[config.mk]
export PLATFORM = sky130hd
export DESIGN_NAME = cpu_ifetch
export DESIGN_NICKNAME = d
export VERILOG_FILES = /design/src/rtl/cpu_ifetch_pkg.sv /design/src/rtl/cpu_ifetch.sv
export SDC_FILE = /design/constraint.sdc
export NUM_CORES = 1
export LEC_CHECK = 0
export BUFFER_PORTS_ARGS = -buffer_cell sky130_fd_sc_hd__buf_2
export CORE_MARGIN = 5
export CORE_UTILIZATION = 46
export DETAILED_ROUTE_END_ITERATION = 6
export PLACE_DENSITY = 0.76
export SKIP_CTS_REPAIR_TIMING = 1
export SYNTH_ARGS = -nofsm -noshare
export SYNTH_HDL_FRONTEND = slang
export SYNTH_SLANG_ARGS = --single-unit
[constraint.sdc]
create_clock -name CLK -period 1.66 [get_ports CLK]
set_input_delay 0.166 -clock CLK [delete_from_list [all_inputs] [get_ports CLK]]
set_output_delay 0.166 -clock CLK [all_outputs]
set_load 0.02 [all_outputs]
[src/rtl/cpu_ifetch_pkg.sv]
// Shared definitions for the instruction-fetch stage: default widths, reset PC
// and the fetch FSM state encoding.
package cpu_ifetch_pkg;

   localparam int          ADDR_W_DEF   = 32;
   localparam int          INSTR_W_DEF  = 32;
   localparam logic [31:0] RESET_PC_DEF = 32'h0000_0000;

   typedef enum logic {
      S_FETCH = 1'b0,
      S_HOLD  = 1'b1
   } state_t;

endpackage

[src/rtl/cpu_ifetch.sv]
// Instruction-fetch stage: owns the PC, fetches one word per request from imem
// and hands {pc, instr} to decode, squashing wrong-path fetches on redirect.
module cpu_ifetch
   import cpu_ifetch_pkg::*;
#(
   parameter int                ADDR_W   = ADDR_W_DEF,
   parameter int                INSTR_W  = INSTR_W_DEF,
   parameter logic [ADDR_W-1:0] RESET_PC = ADDR_W'(RESET_PC_DEF)
) (
   input  logic               CLK,
   input  logic               RST,
   output logic               imem_req,
   output logic [ADDR_W-1:0]  imem_addr,
   input  logic               imem_ack,
   input  logic [INSTR_W-1:0] imem_rdata,
   input  logic               redirect_valid,
   input  logic [ADDR_W-1:0]  redirect_pc,
   output logic               out_valid,
   input  logic               out_ready,
   output logic [ADDR_W-1:0]  out_pc,
   output logic [INSTR_W-1:0] out_instr,
   output state_t             fsm_state
);

   // Handshakes: imem transfers on a cycle where imem_req && imem_ack (req and
   // addr held until then); decode transfers where out_valid && out_ready, and
   // the pair is held stable until that happens.

   localparam logic [ADDR_W-1:0] ALIGN_MASK = ~ADDR_W'(3);

   state_t              state_q, state_d;
   logic [ADDR_W-1:0]   pc_q, pc_d;
   logic [ADDR_W-1:0]   addr_q, addr_d;
   logic                req_q, req_d;
   logic                discard_q, discard_d;
   logic                valid_q, valid_d;
   logic [ADDR_W-1:0]   opc_q, opc_d;
   logic [INSTR_W-1:0]  oinstr_q, oinstr_d;

   logic                fire;
   logic [ADDR_W-1:0]   target;
   logic [ADDR_W-1:0]   pc_inc;

   assign fire   = req_q & imem_ack;
   assign target = redirect_pc & ALIGN_MASK;
   assign pc_inc = pc_q + ADDR_W'(4);

   always_comb begin
      state_d   = state_q;
      pc_d      = pc_q;
      addr_d    = addr_q;
      req_d     = req_q;
      discard_d = discard_q;
      valid_d   = valid_q;
      opc_d     = opc_q;
      oinstr_d  = oinstr_q;
      case (state_q)
         S_FETCH: begin
            req_d = 1'b1;
            if (redirect_valid) begin
               pc_d    = target;
               valid_d = 1'b0;
               if (fire) begin
                  discard_d = 1'b0;
                  addr_d    = target;
               end else if (req_q) begin
                  // request already issued: keep its address, squash its data
                  discard_d = 1'b1;
               end else begin
                  addr_d = target;
               end
            end else if (fire) begin
               if (discard_q) begin
                  discard_d = 1'b0;
                  addr_d    = pc_q;
               end else begin
                  opc_d    = pc_q;
                  oinstr_d = imem_rdata;
                  valid_d  = 1'b1;
                  pc_d     = pc_inc;
                  req_d    = 1'b0;
                  state_d  = S_HOLD;
               end
            end
         end
         S_HOLD: begin
            if (redirect_valid) begin
               pc_d    = target;
               addr_d  = target;
               valid_d = 1'b0;
               req_d   = 1'b1;
               state_d = S_FETCH;
            end else if (out_ready) begin
               valid_d = 1'b0;
               addr_d  = pc_q;
               req_d   = 1'b1;
               state_d = S_FETCH;
            end
         end
         default: state_d = S_FETCH;
      endcase
   end

   always_ff @(posedge CLK) begin
      if (RST) begin
         state_q   <= S_FETCH;
         pc_q      <= RESET_PC & ALIGN_MASK;
         addr_q    <= RESET_PC & ALIGN_MASK;
         req_q     <= 1'b0;
         discard_q <= 1'b0;
         valid_q   <= 1'b0;
         opc_q     <= '0;
         oinstr_q  <= '0;
      end else begin
         state_q   <= state_d;
         pc_q      <= pc_d;
         addr_q    <= addr_d;
         req_q     <= req_d;
         discard_q <= discard_d;
         valid_q   <= valid_d;
         opc_q     <= opc_d;
         oinstr_q  <= oinstr_d;
      end
   end

   assign imem_req  = req_q;
   assign imem_addr = addr_q;
   assign out_valid = valid_q;
   assign out_pc    = opc_q;
   assign out_instr = oinstr_q;
   assign fsm_state = state_q;

endmodule

After elaboration in Yosys (flattened, before gate mapping)
Cells that the tools add are included.

word-level totals
  register bits after elaboration = 132
  output and inout bits = 99
  input port bits = 69
  logic and storage cells = 61

operators by class
  add/subtract/negate cells = 1
  equality and inequality tests = 6
  reduce and logical (&&, ||, !) cells = 7
  muxes and demuxes = 35
  bitwise logic cells = 4

operators by type and width
  cell                                            count
  2-to-1 mux 32 bit                               11
  case mux 32 bit (2 select lines)                2
  adder 32 x 3 -> 32 bit (second input constant)  1
  2-to-1 mux 1 bit                                19
  inequality test 3 bit (second input constant)   5
  AND reduction 3 bit                             3
  AND reduction 4 bit                             2
  case mux 1 bit (2 select lines)                 3
  nonzero test 2 bit                              2
  inverter 1 bit                                  3
  inequality test 2 bit (second input constant)   1
  AND 1 bit                                       1

Logic depth before layout (Yosys ltp)
Gate-level depths: netlist of run 1.

  depth after elaboration = 5
  depth in mapped cells = 7

Worst setup path after synthesis of run 1
OpenSTA, ideal clock, no wires.

  path type = register to register
  start = register state_q, in the netlist fsm_state
  end = register pc_q[23]
  arrival = 1,624 ps
  library setup time = 75 ps
  slack = -39 ps
  stages on the path, launching flop included = 6
  period minus slack after synthesis = 1,699 ps
  cells stage by stage = dfxtp_1 buf_2 and4bb_1 nand2_1 or4_1 a31oi_1

on the way
  word-level cells in the longest chain between the ends = 3

RTL lines
  what                             line               text
  start, declared                  cpu_ifetch.sv:31   state_t state_q, state_d;
  start signal, assigned           cpu_ifetch.sv:115  state_q <= state_d;
  inverter 1 bit                   -
  inequality test 3 bit (no line)  -
  AND reduction 3 bit (no line)    -
  end signal, assigned             cpu_ifetch.sv:107  pc_q <= RESET_PC & ALIGN_MASK;
  end signal, assigned             cpu_ifetch.sv:116  pc_q <= pc_d;
  end, declared                    cpu_ifetch.sv:32   logic [ADDR_W-1:0] pc_q, pc_d;

Parallel ways exist; a longest one is shown, timed or not.
A chain may end at the register's enable or synchronous reset.

Worst setup path after layout of run 1
  start = register pc_q[2]
  end = register pc_q[23]

on the way
  word-level cells in the longest chain between the ends = 5

RTL lines
  what                              line              text
  adder 32 x 3 -> 32 bit            cpu_ifetch.sv:46  assign pc_inc = pc_q + ADDR_W'(4);
  2-to-1 mux 32 bit                 cpu_ifetch.sv:73  if (discard_q) begin
  2-to-1 mux 32 bit                 cpu_ifetch.sv:72  end else if (fire) begin
  2-to-1 mux 32 bit                 cpu_ifetch.sv:60  if (redirect_valid) begin
  case mux 32 bit (2 select lines)  cpu_ifetch.sv:57  case (state_q)

No other way between the ends. The select of a mux whose other input is x is not followed.

==> impl_metrics.yaml, run 1 <==
placed_design:
  place.gp.congestion: 0.925
  place_inst: 989
  io_buffers: 163
  dp_hpwl_mm: 11.5
clock_network:
  clkTransAtPathRegs_ns: 0.05
  cts_made_buffers: 17
  cts_root_buf: "clkbuf_16"
  clock-sinks: 127
  clk_path_buf_depth: 2
  cts_max_level: 4
  insertion_delay_ns: 0.42
  cts_tree: "yes"
timing:
  rsz0062_at_grt: "true"
  finalSetupViolCount: 0
  relSlewSlack_pct: 64.5
  max_freq_mhz: 610
  holdWs_ns: -0.0173
  tns_ns: 0
  fin_crit_sh_pct: 98.8
  fin_skew_ns: 0.0105
  hold_viol: 16
  drv_slew: 0
  tightest_slew_ns: 0.532
  finalCriticalPeriod_ns: 1.64
critical_path:
  cp_num_buf_inv: 0
  crit_fanout: 4
  worst_setup_path_start_kind: "flop"
  critPathTopFamily: "simple AND/OR/NAND/NOR gates"
  slowest_delay_ns: 0.48
  critPathCaptureType: "flop"
  crit_path_cell_trace: "nand4_1 -> nor3_4 -> nand3_1 -> or4_1 -> a31oi_1"
  cp.required_ns: 1.99
  cp.arrival_ns: 1.97
  cpMaxStageDelayCell: "or4_1"
  crit_type: "reg -> reg"
floorplan:
  initial_utilization_pct: 46.5
  row_count: 40
  io_pins: 168
  fp.dieW_microns: 119
  die-area_sq_um: 14300
  die_y_microns: 119
  core_area_sq_um: 11900
power:
  vdd_drop_max_v: 0.000684
  p_seq_share_pct: 40.8
  p_sw_share_pct: 25.1
  powerDensity_nw_per_um2: 1050
  p_total_mw: 8.13
  internal_power_mw: 6.09
  p_leak_nw: 3.38
  p_sw_mw: 2.04
  p_clk_share_pct: 44.9
  p_comb_share_pct: 14.2
synth:
  netlist_area_sq_um: 5510
  ys_seq_area_share_pct: 46.1
  syn_area_per_cell_sq_um: 8.19
  synth-edff-count: 0
  synth-seq-cells: 127
  postSynth.topFlopCell: "dfxtp_1"
  ys_types: 56
  ys_async_sr_fraction_pct: 0
  syn_inst: 673
  ys.warnings.count: 0
run_status:
  status: "finished, violations left"
  violations: "hold timing"
grt:
  grt-ovfl-total: 0
  grt_pass1_wl_mm: 25.6
  antenna_found_initial: 0
  grt_max_degree: 75
  grt_util_all_layers_pct: 22.1
  grt_pass1_vias: 5210
drt:
  drc: 0
  num_vias: 5630
  ant_nets: 0
  wl_mm: 17.2
  drt-pass1-iter-count: 5
  viasPerCell: 5.42
  drt-initial-drc-count: 417
  wl_per_cell_microns: 16.5
finish:
  stdcell_count: 1038
  fin_util_pct: 65.5
  finalNetCount: 949
  fillers: 980
  final_common_cell: "buf_2"
  final_cell_mix: "162 x buf_2, 150 x nand2_1, 114 x dfxtp_1"
  drive_gt1_share_pct: 34.0
  multi_input_area_sq_um: 2820
  area_growth_pct: 41.0
  n_antenna_cell: 0
  ff_latch_area_sq_um: 2560
run:
  drv_cap: 0
min_path:
  hold_path.class: "in -> reg"
[power groups by stage]
stage                     Clock [mW]  Combinational [mW]  Sequential, mW
final                           3.65                1.16            3.32
after global routing            3.85                1.26            3.34
after CTS                       3.69                1.06            3.31
after detailed placement           0                1.06            3.37
after global placement             0                1.05            3.36
after floorplan                    0               0.475            3.50
[registers in the layout, summed over array words and instances (netlist names)]
name       flops
imem_addr     31
discard_q      1
out_valid      1
out_pc        30
pc_q          30
fsm_state      1
imem_req       1
out_instr     32
[final cells by class]
type	instances	share of cell area, %
multi-input cells	484	36.3
inverters	5	0.242
well taps	147	2.37
flip-flops and latches	127	33.0
clock inverters	6	1.03
clock buffers	25	6.51
repair buffers	244	20.6
[final timing paths]
path                                      from             to  slack, ns  cells past startpoint
worst max register to register         pc_q[2]       pc_q[23]       0.02                      5
worst max-delay path                   pc_q[2]       pc_q[23]       0.02                      5
worst min-delay path            imem_rdata[22]  out_instr[22]      -0.02                      3
worst min register to register    out_instr[6]   out_instr[6]       0.45                      2
[logic make-up (layout without fill, tap and decap cells)]
kind of cell | after synthesis | count (layout) | share of synthesized area (%)
other cells | 1 | 2 | 0.0680
flops | 127 | 127 | 46.1
fa+ha+maj | 1 | 1 | 0.227
compound gates | 160 | 160 | 18.1
mux | 30 | 30 | 5.52
buf+inv | 63 | 280 | 4.99
simple gates | 279 | 279 | 23.1
xor+xnor | 12 | 12 | 1.91
[worst reg2reg max path, delay by kind of cell, from the launching register on]
kind             cells  cell delay, ns
AND/OR/NAND/NOR      4            1.02
AO/OA/AOI/OAI        1            0.18
flip-flops           1            0.36
[cell usage after synthesis (all sizes together) (12+ instances only)]
master	n	area (sq um)
nand2	151	567
a211oi	37	283
nand4	13	96.3
dfxtp	127	2540
o21ai	12	60.1
nor2	57	214
clkbuf	30	113
buf	28	144
a21oi	78	390
mux2i	27	270
nor3	14	91.3
nand3	21	115
[through the flow]
stage | area (sq um) | worst slack [ns]
after floorplan | 5520 | -0.0223
after CTS | 7420 | -0.0465
after global placement | 6840 | 0.0127
after detailed placement | 6840 | -0.0101
final | 7770 | 0.0195
after global routing | 7770 | -0.0545
[routing by layer]
metal | routed length (microns) | GRT usage [%] | vias up
met5 | 0 | 0 | -
met3 | 1460 | 7.45 | 22
met1 | 7220 | 29.2 | 2597
li1 | - | - | 2775
met2 | 8270 | 33.8 | 236
met4 | 198 | 7.66 | 0
Power figures use the tool's default switching activity.
==> inputs of run 2 (changes only) <==
Settings changed: PLACE_DENSITY 0.76 to 0.87.
==> run 2 against run 1 <==
  * The run ends with hold timing, setup timing left
  * Die area stayed put
  * Wire length increased by 2.7%
  * Maximum frequency shrank 1.9%
  * Clock skew fell by 0.0034 ns
  * Hold slack better by 0.0038 ns
  * Global-route usage up 1.3 points
  * First-iteration DRC count rose by 16%
  * Core utilization down 0.14 points
  * Largest cell class unchanged
  * Highest routed layer unchanged
==> impl_metrics.yaml, run 2 (synthesis results as in run 1) <==
timing:
  finalSetupViolCount: 1
  fin_skew_ns: 0.00707
  rsz0062_at_grt: "true"
  hold_viol: 6
  fin_ws_ns: -0.0129
  tns_ns: -0.0129
  holdWs_ns: -0.0135
  finalCriticalPeriod_ns: 1.67
  tightest_slew_ns: 0.559
  fin_crit_sh_pct: 101
  relSlewSlack_pct: 62.5
  drv_slew: 0
  max_freq_mhz: 598
clock_network:
  cts_root_buf: "clkbuf_16"
  clk_path_buf_depth: 2
  cts_max_level: 4
  clock-sinks: 127
  cts_tree: "yes"
  insertion_delay_ns: 0.42
  clkTransAtPathRegs_ns: 0.05
  cts_made_buffers: 17
drt:
  wl_mm: 17.6
  num_vias: 5792
  wl_per_cell_microns: 16.9
  viasPerCell: 5.55
  drc: 0
  drt-pass1-iter-count: 6
  ant_nets: 0
  drt-initial-drc-count: 482
power:
  p_comb_share_pct: 14.1
  powerDensity_nw_per_um2: 1050
  p_sw_share_pct: 25.3
  internal_power_mw: 6.07
  p_seq_share_pct: 40.8
  p_sw_mw: 2.06
  vdd_drop_max_v: 0.000696
  p_leak_nw: 3.36
  p_clk_share_pct: 45.1
placed_design:
  place.gp.congestion: 0.916
  place_inst: 994
  io_buffers: 163
  dp_hpwl_mm: 12.2
floorplan:
  die_y_microns: 119
  io_pins: 168
  row_count: 40
  die-area_sq_um: 14300
  initial_utilization_pct: 46.5
  fp.dieW_microns: 119
  core_area_sq_um: 11900
grt:
  grt_pass1_vias: 5506
  antenna_found_initial: 0
  grt_pass1_wl_mm: 26.9
  grt_util_all_layers_pct: 23.4
  grt-ovfl-total: 0
  grt_max_degree: 72
finish:
  drive_gt1_share_pct: 33.6
  largest_register_ffs: 32
  n_antenna_cell: 0
  final_cell_mix: "162 x buf_2, 149 x nand2_1, 120 x dfxtp_1"
  final_common_cell: "buf_2"
  area_growth_pct: 40.7
  finalNetCount: 955
  stdcell_count: 1044
run:
  drv_cap: 0
run_status:
  violations: "hold timing, setup timing"
  status: "finished, violations left"
critical_path:
  cp.arrival_ns: 1.97
  crit_fanout: 9
  cp.required_ns: 1.96
  worst_setup_path_start_kind: "flop"
  crit_type: "reg -> reg"
  critPathCaptureType: "flop"
min_path:
  hold_path.class: "in -> reg"
==> run 2: worst max-delay path, cell delays in order (launching register included) <==
cell and delay (ns):
dfxtp_2 0.34, nand4bb_1 0.19, buf_4 0.20, nor2_4 0.26, buf_4 0.16, buf_4 0.17
a41o_1 0.18, nor3_1 0.05
==> run 2: stage by stage <==
step / utilization, % / setup WS (ns) / total power, mW / hold slack, ns / instance area (sq um)
3_3_place_gp: 58.0 / 0.0377 / 4.41 / 0.406 / 6880
4_1_cts: 62.9 / -0.150 / 8.11 / -0.0306 / 7460
3_5_place_dp: 58.0 / 0.0242 / 4.44 / 0.411 / 6880
6_report: 65.4 / -0.0129 / 8.13 / -0.0135 / 7750
5_1_grt: 65.4 / -0.0926 / 8.44 / 0.000509 / 7750
2_1_floorplan: - / -0.0223 / 3.98 / 0.263 / 5520
==> run 2: final cells by class <==
| cell class | instances | area [sq um] |
|---|---|---|
| multi-input combinational | 484 | 2800 |
| tap | 147 | 184 |
| clock inverter | 6 | 80.1 |
| clock buffer | 25 | 505 |
| timing repair buffer | 250 | 1610 |
| inverter | 5 | 18.8 |
| fill | 945 | 4110 |
| sequential | 127 | 2550 |
==> run 2: power groups by stage <==
stage | Combinational (mW) | Sequential (mW) | Clock [mW]
after floorplan | 0.475 | 3.50 | 0
after global placement | 1.05 | 3.36 | 0
after detailed placement | 1.07 | 3.37 | 0
after CTS | 1.07 | 3.31 | 3.73
after global routing | 1.24 | 3.34 | 3.86
final | 1.15 | 3.32 | 3.66
==> run 2: worst paths after layout <==
check                      from            to  slack (ns)  cells past startpoint
setup / recovery      fsm_state      pc_q[20]       -0.01                      7
hold / removal    imem_rdata[5]  out_instr[5]       -0.01                      3
hold reg to reg       out_pc[7]     out_pc[7]        0.45                      2
setup reg to reg      fsm_state      pc_q[20]       -0.01                      7
==> run 2: metal layers <==
metal,vias up,part of all wire (%),GRT usage (%)
met5,-,0,0
met4,0,2.8,10.1
met3,47,11,9.40
met2,304,47,36.2
met1,2666,40,28.8
li1,2775,-,-
==> inputs of run 3 (changes only) <==
Settings changed: CORE_ASPECT_RATIO from default to 0.7.
==> run 3 against run 2 <==
  * Non-clock buffer count is 1 higher
  * Largest cell class unchanged
  * The flow still finishes with violations (hold timing, setup timing)
  * Die area up 0.24%
  * Global-route usage grew 1.1 points
==> impl_metrics.yaml, run 3 (synthesis results as in run 1) <==
critical_path:
  critPathCaptureType: "flop"
  crit_path_cell_trace: "and2b_2 -> nand2_1 -> a32oi_4 -> buf_12 -> buf_4 -> clkbuf_16 -> a211oi_1"
  ff2ff_path_depth: 7
  r2r_slack_ns: -0.04
  crit_type: "reg -> reg"
  cp.required_ns: 1.97
  cpMaxStageDelayCell: "dfxtp_2"
  r2r-start: "fsm_state"
  cp.arrival_ns: 2.01
  slowest_delay_ns: 0.36
  crit_fanout: 19
  r2r-end: "imem_addr[29]"
  worst_setup_path_start_kind: "flop"
clock_network:
  cts_root_buf: "clkbuf_16"
  insertion_delay_ns: 0.41
  cts_max_level: 4
  cts_made_buffers: 17
  cts_tree: "yes"
  clk_path_buf_depth: 2
  clkTransAtPathRegs_ns: 0.06
  clock-sinks: 127
min_path:
  hold_path.class: "in -> reg"
  hold_path_depth: 3
  hp-start: "imem_rdata[28]"
  holdPathEnd: "out_instr[28]"
drt:
  ant_nets: 0
  viasPerCell: 5.63
  drt-pass1-iter-count: 5
  wl_per_cell_microns: 17.8
  num_vias: 5944
  drc: 0
  drt-initial-drc-count: 546
  wl_mm: 18.8
floorplan:
  die_y_microns: 102
  row_count: 33
  core_area_sq_um: 11700
  fp.dieW_microns: 141
  die-area_sq_um: 14300
  initial_utilization_pct: 47.0
  io_pins: 168
timing:
  max_freq_mhz: 589
  holdWs_ns: -0.0102
  rsz0062_at_grt: "true"
  fin_ws_ns: -0.0373
  finalSetupViolCount: 10
  finalCriticalPeriod_ns: 1.70
  hold_viol: 6
  fin_skew_ns: 0.0122
  tightest_slew_ns: 0.587
  fin_crit_sh_pct: 102
  drv_slew: 0
  relSlewSlack_pct: 60.6
finish:
  finalNetCount: 956
  fillers: 930
  area_growth_pct: 40.9
  drive_gt1_share_pct: 34.6
  n_antenna_cell: 0
  largest_register_ffs: 32
  final_common_cell: "buf_2"
  fin_util_pct: 66.2
  final_cell_mix: "162 x buf_2, 150 x nand2_1, 119 x dfxtp_1"
run_status:
  violations: "hold timing, setup timing"
  status: "finished, violations left"
power:
  powerDensity_nw_per_um2: 1040
  p_clk_share_pct: 44.3
  internal_power_mw: 5.92
  p_leak_nw: 3.36
  p_comb_share_pct: 14.6
  p_seq_share_pct: 41.1
  vdd_drop_max_v: 0.000924
  p_sw_mw: 2.17
  p_total_mw: 8.09
  p_sw_share_pct: 26.8
placed_design:
  io_buffers: 163
  place.gp.congestion: 0.923
  dp_hpwl_mm: 12.7
grt:
  grt-ovfl-total: 0
  grt_pass1_wl_mm: 27.7
  antenna_found_initial: 1
  grt_pass1_vias: 5333
  grt_util_all_layers_pct: 24.5
  grt_max_degree: 56
run:
  drv_cap: 0
-- run 3: cell count changes in the layout (fill, tap and decap cells not counted), moves of 2 or more --
cell	previous run	this run
a211oi_1	35	30
a211oi_2	2	7
buf_4	63	67
clkbuf_8	5	1
clkinv_4	0	2
clkinvlp_4	0	2
dlygate4sd3_1	14	10
-- run 3: worst max-delay path by stage --
stage	from	to	slack, ns
final	fsm_state	imem_addr[29]	-0.04
after global routing	discard_q	out_instr[8]	-0.10
after CTS	pc_q[3]	pc_q[12]	-0.13
after detailed placement	pc_q[3]	pc_q[12]	-0.03
after global placement	pc_q[3]	pc_q[12]	0.006
after floorplan	fsm_state	pc_q[23]	-0.02
-- run 3: layout make-up --
class	instances	area, sq um	area share, %
Clock buffer	20	447	5.75
Clock inverter	11	118	1.51
Inverter	5	18.8	0.242
Multi-Input combinational cell	484	2820	36.2
Sequential cell	127	2550	32.9
Tap cell	157	196	2.53
Timing Repair Buffer	251	1620	20.9
-- run 3: through the flow --
stage | worst slack [ns] | std cells | setup TNS [ns] | instance area [sq um]
floorplan | -0.0223 | 674 | -0.0223 | 5520
global placement | 0.00644 | 1004 | 0 | 6860
detailed placement | -0.0333 | 1004 | -0.0463 | 6860
CTS | -0.130 | 1035 | -0.558 | 7430
global route | -0.101 | 1055 | -1.99 | 7770
finish | -0.0373 | 1055 | -0.193 | 7770
-- run 3: power by group through the flow --
stage / clock network, mW / registers, mW / logic, mW
final: 3.58 / 3.33 / 1.18
after global routing: 3.78 / 3.34 / 1.27
after CTS: 3.61 / 3.31 / 1.07
after detailed placement: 0 / 3.37 / 1.05
after global placement: 0 / 3.37 / 1.04
after floorplan: 0 / 3.50 / 0.475
-- run 3: per-layer routing --
layer	GRT usage (%)	vias up	routed length (microns)
met5	0	-	11
met4	6.92	2	305
met3	10.2	40	2450
met2	35.7	376	8430
met1	33.4	2744	7630
li1	-	2782	-
-- run 3: critical path, delay by kind of cell, from the launching register on --
family                 cells  cell delay [ns]
AO/OA/AOI/OAI              2             0.36
buffers and inverters      3             0.48
flip-flops                 1             0.36
AND/OR/NAND/NOR            2             0.40
